<file path="src/rtl/instr_fetch.sv">
`default_nettype none
// ============================================================================
// instr_fetch : fetch stage, one read outstanding, small instruction buffer
// Revision    : 1.0
// ============================================================================
module instr_fetch #(
   parameter int                   bus_width = 32,
   parameter logic [bus_width-1:0] pc_init   = '0,
   parameter int                   buf_depth = 2
) (
   input  logic                 clk,
   input  logic                 rst,
   output logic                 i_raddr_valid,
   input  logic                 i_raddr_ready,
   output logic [bus_width-1:0] i_raddr,
   input  logic                 i_rdata_valid,
   output logic                 i_rdata_ready,
   input  logic [bus_width-1:0] i_rdata,
   output logic                 i_waddr_valid,
   output logic [bus_width-1:0] i_waddr,
   output logic                 i_wdata_valid,
   output logic [bus_width-1:0] i_wdata,
   input  logic                 pc_load,
   input  logic [bus_width-1:0] pc_target,
   output logic                 inst_valid,
   input  logic                 inst_ready,
   output logic [bus_width-1:0] inst,
   output logic [bus_width-1:0] inst_pc
);

   localparam int PTR_W = (buf_depth > 1) ? $clog2(buf_depth) : 1;
   localparam int CNT_W = $clog2(buf_depth + 1);
   localparam logic [CNT_W-1:0] DEPTH = CNT_W'(buf_depth);
   localparam logic [PTR_W-1:0] LAST  = PTR_W'(buf_depth - 1);

   localparam logic [1:0] IDLE = 2'd0;
   localparam logic [1:0] REQ  = 2'd1;
   localparam logic [1:0] WAIT = 2'd2;

   logic [1:0]           state;
   logic [bus_width-1:0] fetch_pc;
   logic [bus_width-1:0] req_pc;
   logic                 drop;

   logic [bus_width-1:0] buf_inst [buf_depth];
   logic [bus_width-1:0] buf_pc   [buf_depth];
   logic [PTR_W-1:0]     wr_ptr;
   logic [PTR_W-1:0]     rd_ptr;
   logic [CNT_W-1:0]     count;

   logic [bus_width-1:0] target_aligned;
   logic                 push;
   logic                 pop;

   assign i_waddr_valid = 1'b0;
   assign i_waddr       = '0;
   assign i_wdata_valid = 1'b0;
   assign i_wdata       = '0;

   assign target_aligned = pc_target & ~bus_width'(3);

   // A redirect outranks both sides of the buffer: no push, no pop that cycle.
   assign push       = i_rdata_ready & i_rdata_valid & ~drop & ~pc_load;
   assign inst_valid = (count != '0);
   assign pop        = inst_valid & inst_ready & ~pc_load;
   assign inst       = buf_inst[rd_ptr];
   assign inst_pc    = buf_pc[rd_ptr];

   function automatic logic [PTR_W-1:0] ptr_next(input logic [PTR_W-1:0] p);
      return (p == LAST) ? '0 : p + PTR_W'(1);
   endfunction

   always_ff @(posedge clk or negedge rst) begin
      if (!rst) begin
         state         <= IDLE;
         fetch_pc      <= pc_init;
         req_pc        <= '0;
         drop          <= 1'b0;
         i_raddr_valid <= 1'b0;
         i_raddr       <= '0;
         i_rdata_ready <= 1'b0;
      end else begin
         case (state)
            IDLE: begin
               // Space was reserved by count, so the eventual push cannot overflow.
               if (pc_load) begin
                  fetch_pc <= target_aligned;
               end else if (count < DEPTH) begin
                  state         <= REQ;
                  i_raddr_valid <= 1'b1;
                  i_raddr       <= fetch_pc;
               end
            end
            REQ: begin
               if (pc_load) begin
                  fetch_pc <= target_aligned;
                  drop     <= 1'b1;
               end
               if (i_raddr_ready) begin
                  req_pc        <= i_raddr;
                  // An address completing after a redirect must not advance the new PC.
                  if (!pc_load && !drop)
                     fetch_pc <= fetch_pc + bus_width'(4);
                  i_raddr_valid <= 1'b0;
                  i_rdata_ready <= 1'b1;
                  state         <= WAIT;
               end
            end
            WAIT: begin
               if (pc_load)
                  fetch_pc <= target_aligned;
               if (i_rdata_valid) begin
                  drop          <= 1'b0;
                  i_rdata_ready <= 1'b0;
                  state         <= IDLE;
               end else if (pc_load) begin
                  drop <= 1'b1;
               end
            end
            default: state <= IDLE;
         endcase
      end
   end

   always_ff @(posedge clk or negedge rst) begin
      if (!rst) begin
         wr_ptr <= '0;
         rd_ptr <= '0;
         count  <= '0;
         for (int i = 0; i < buf_depth; i++) begin
            buf_inst[i] <= '0;
            buf_pc[i]   <= '0;
         end
      end else if (pc_load) begin
         wr_ptr <= '0;
         rd_ptr <= '0;
         count  <= '0;
      end else begin
         if (push) begin
            buf_inst[wr_ptr] <= i_rdata;
            buf_pc[wr_ptr]   <= req_pc;
            wr_ptr           <= ptr_next(wr_ptr);
         end
         if (pop)
            rd_ptr <= ptr_next(rd_ptr);
         case ({push, pop})
            2'b10:   count <= count + CNT_W'(1);
            2'b01:   count <= count - CNT_W'(1);
            default: count <= count;
         endcase
      end
   end

endmodule
`default_nettype wire

</file>
<file path="config.mk">
export PLATFORM = sky130hd
export DESIGN_NAME = instr_fetch
export DESIGN_NICKNAME = d
export VERILOG_FILES = /design/src/rtl/instr_fetch.sv
export SDC_FILE = /design/constraint.sdc
export NUM_CORES = 1
export LEC_CHECK = 0
export CAP_MARGIN = 20
export CORE_UTILIZATION = 35
export CTS_CLUSTER_SIZE = 8
export DETAILED_ROUTE_END_ITERATION = 12
export PLACE_DENSITY = 0.66
export SYNTH_ARGS = -nofsm -noshare
export SYNTH_HDL_FRONTEND = slang
export SYNTH_SLANG_ARGS = --single-unit
</file>
<file path="constraint.sdc">
create_clock -name clk -period 2.8 [get_ports clk]
set_input_delay 0.28 -clock clk [delete_from_list [all_inputs] [get_ports clk]]
set_output_delay 0.28 -clock clk [all_outputs]
set_load 0.005 [all_outputs]
</file>
==> impl_metrics.tcl <==
set metrics [dict create \
    status "finished clean" \
    overflow 0 \
    max_stage_delay_ns 0.46 \
    fin_tns_setup_ns 0 \
    routed_wl_um 25600 \
    layout.cells.non_filler 1424 \
    synth_edf_count 0 \
    crit_fanout 24 \
    power.density_nw_per_um2 997 \
    syn_inst 835 \
    p_leak_uw 0.00616 \
    clk_latency_ns 0.51 \
    place_area_sq_um 13000 \
    path_class "reg2out" \
    ios 235 \
    swShare 0.280 \
    htree_levels 2 \
    synth_top_family_by_area "multiplexers" \
    area_growth_pct 27.1 \
    drive_gt1_frac 0.336 \
    grt_pass1_wl_um 39600 \
    fin_worst_skew_ns 0.0260 \
    reg2reg_slack_ns 0.36 \
    slew_headroom 0.522 \
    cp.required_ns 2.52 \
    dp_cells 1383 \
    dp_slack_ns 0.391 \
    cts_tree "built" \
    p_int_uw 9990 \
    fin_ws_ns 0.341 \
    grt_max_degree 81 \
    finalSetupViolations 0 \
    initial_core_util 0.357 \
    ant_nets 0 \
    end_kind "output pin" \
    arrival_ns 2.18 \
    ys_ff_latch 233 \
    synth_compound_area_frac 0.0582 \
    yosys_warnings 0 \
    muxShareOfSynthArea 0.271 \
    p_switching_uw 3890 \
    async_reset_ff_frac 1.00 \
    clockBufferDepth 3 \
    yosys_most_used_dff "dfrtp_1" \
    post-route-util 0.454 \
    wl_per_cell_um 18.0 \
    worst_pin_slew_ns 0.713 \
    synth-xor-area-share 0.00240 \
    die_w_um 179 \
    rows 64 \
    cts_root_buf "clkbuf_16" \
    clock_sinks 233 \
    die_h_um 179 \
    cts_resized 0 \
    hold_viol_final 0 \
    rsz0062_at_grt "no" \
    grt_pass1_vias 7086 \
    slowest_stage "clkdlybuf4s50_1" \
    cts_buffers 35 \
    period_needed_ns 2.46 \
    antenna_found_initial 0 \
    cts.reportedPaths.clkPinSlew_ns 0.05 \
    synth_adder_area_share 0.00571 \
    max_freq_mhz 407 \
    cp_num_buf_inv 2 \
    core-area_sq_um 30700 \
    drt_pass1_iterations 5 \
    combPwrFrac 0.322 \
    place_hpwl_um 17300 \
    grt_util_all_layers 0.160 \
    slew_violations 0 \
    most-common-layout-cells "mux2_2, dfrtp_1, clkdlybuf4s50_1, conb_1, clkbuf_16" \
    dieArea_sq_um 32000 \
    netlist_area_sq_um 11000 \
    finalCritPeriodShare 0.878 \
    critPathLaunchType "flip-flop" \
    min_path_type "in2async" \
    drt_iter0_drc 383 \
    synth.avg_cell_area_sq_um 13.1 \
    final_area_sq_um 13900 \
    synth-simple-area-share 0.0636 \
    maxCapViolCount 0 \
    peakVddDrop_uv 379 \
    antenna_cells 0 \
    via_per_inst 5.07 \
    seq_area_frac_synth 0.532 \
    drc 0 \
    gp_congestion 0.834 \
    crit_chain "buf_4 -> mux2_2 -> clkdlybuf4s50_1" \
    nets 1100 \
    clockPowerShare 0.271 \
    final_common_cell "mux2_2" \
    cp_top_family "buffers and inverters" \
    synthDistinctLibCells 60 \
    io_buffers 166 \
    seq_power_share 0.407 \
    vias 7217 \
]
## final timing paths
| check | startpoint | endpoint | cells past startpoint |
|---|---|---|---|
| setup / recovery | rd_ptr | inst_pc[30] | 3 |
| hold / removal | rst | buf_inst[43] | 2 |
| setup reg to reg | state[0] | fetch_pc[29] | 8 |
| hold reg to reg | fetch_pc[1] | fetch_pc[1] | 1 |
| max in group asynchronous | rst | buf_pc[15] | 3 |
| min in group clk | pc_target[15] | fetch_pc[15] | 3 |
## timing repair
action,4_1_cts,5_1_grt
hold buffers,1,0
buffers inserted,0,0
endpoints found under the hold margin,75,0
## sequential cells by signal, summed over array words and instances (netlist names)
name           flops
i_rdata_ready      1
i_raddr_valid      1
count              2
req_pc            32
state              2
buf_inst          64
wr_ptr             1
fetch_pc          32
i_raddr           32
rd_ptr             1
drop               1
buf_pc            64
## cell type report
class	instances	area, sq um
fill	2806	16700
sequential	233	5830
multi-input combinational	551	4660
timing repair buffer	195	1950
clock buffer	39	953
tap	396	495
inverter	9	33.8
clock inverter	1	5.00
## routing by layer
metal / vias to the layer above / global-route usage / wire [um]
met5: - / 0 / 0
met4: 0 / 0.0448 / 420
met3: 34 / 0.0360 / 1750
met2: 228 / 0.257 / 12100
met1: 3684 / 0.215 / 11300
li1: 3271 / - / -
## kinds of logic after synthesis
| group | count (synthesis) |
|---|---|
| buffers and inverters | 116 |
| muxes | 265 |
| xor gates and xnor gates | 3 |
| DFF | 233 |
| other | 1 |
| and+or+nand+nor | 114 |
| AOI/OAI and AO/OA | 98 |
| adders and majority gates | 5 |
## power by group through the flow
stage / logic (uW) / registers, uW / clock network, uW
global placement: 4440 / 5650 / 0
floorplan: 2610 / 5370 / 0
finish: 4470 / 5650 / 3760
CTS: 4540 / 5680 / 3890
global route: 4870 / 5870 / 4030
detailed placement: 4510 / 5720 / 0
## metrics by stage
stage	hold WS, ns	power, uW
after floorplan	-0.0156	7980
after global placement	0.303	10100
after detailed placement	0.309	10200
after CTS	0.369	14100
after global routing	0.385	14800
final	0.372	13900
## synth_stat cells, drive strengths merged (6+ instances only)
master | number | area share
a311oi | 6 | 0.0048
nand3 | 12 | 0.0055
nor4 | 6 | 0.0081
nand2 | 30 | 0.010
buf | 90 | 0.057
dfrtp | 233 | 0.53
o22ai | 19 | 0.011
mux2i | 8 | 0.0073
nand4 | 8 | 0.0051
o21ai | 15 | 0.0069
mux2 | 257 | 0.26
nor3 | 11 | 0.0080
and3 | 8 | 0.0046
nor2 | 19 | 0.0074
clkbuf | 17 | 0.0061
a31oi | 8 | 0.0046
a21oi | 26 | 0.012
inv | 8 | 0.0027
No activity file was read; power rests on OpenSTA's default activity.
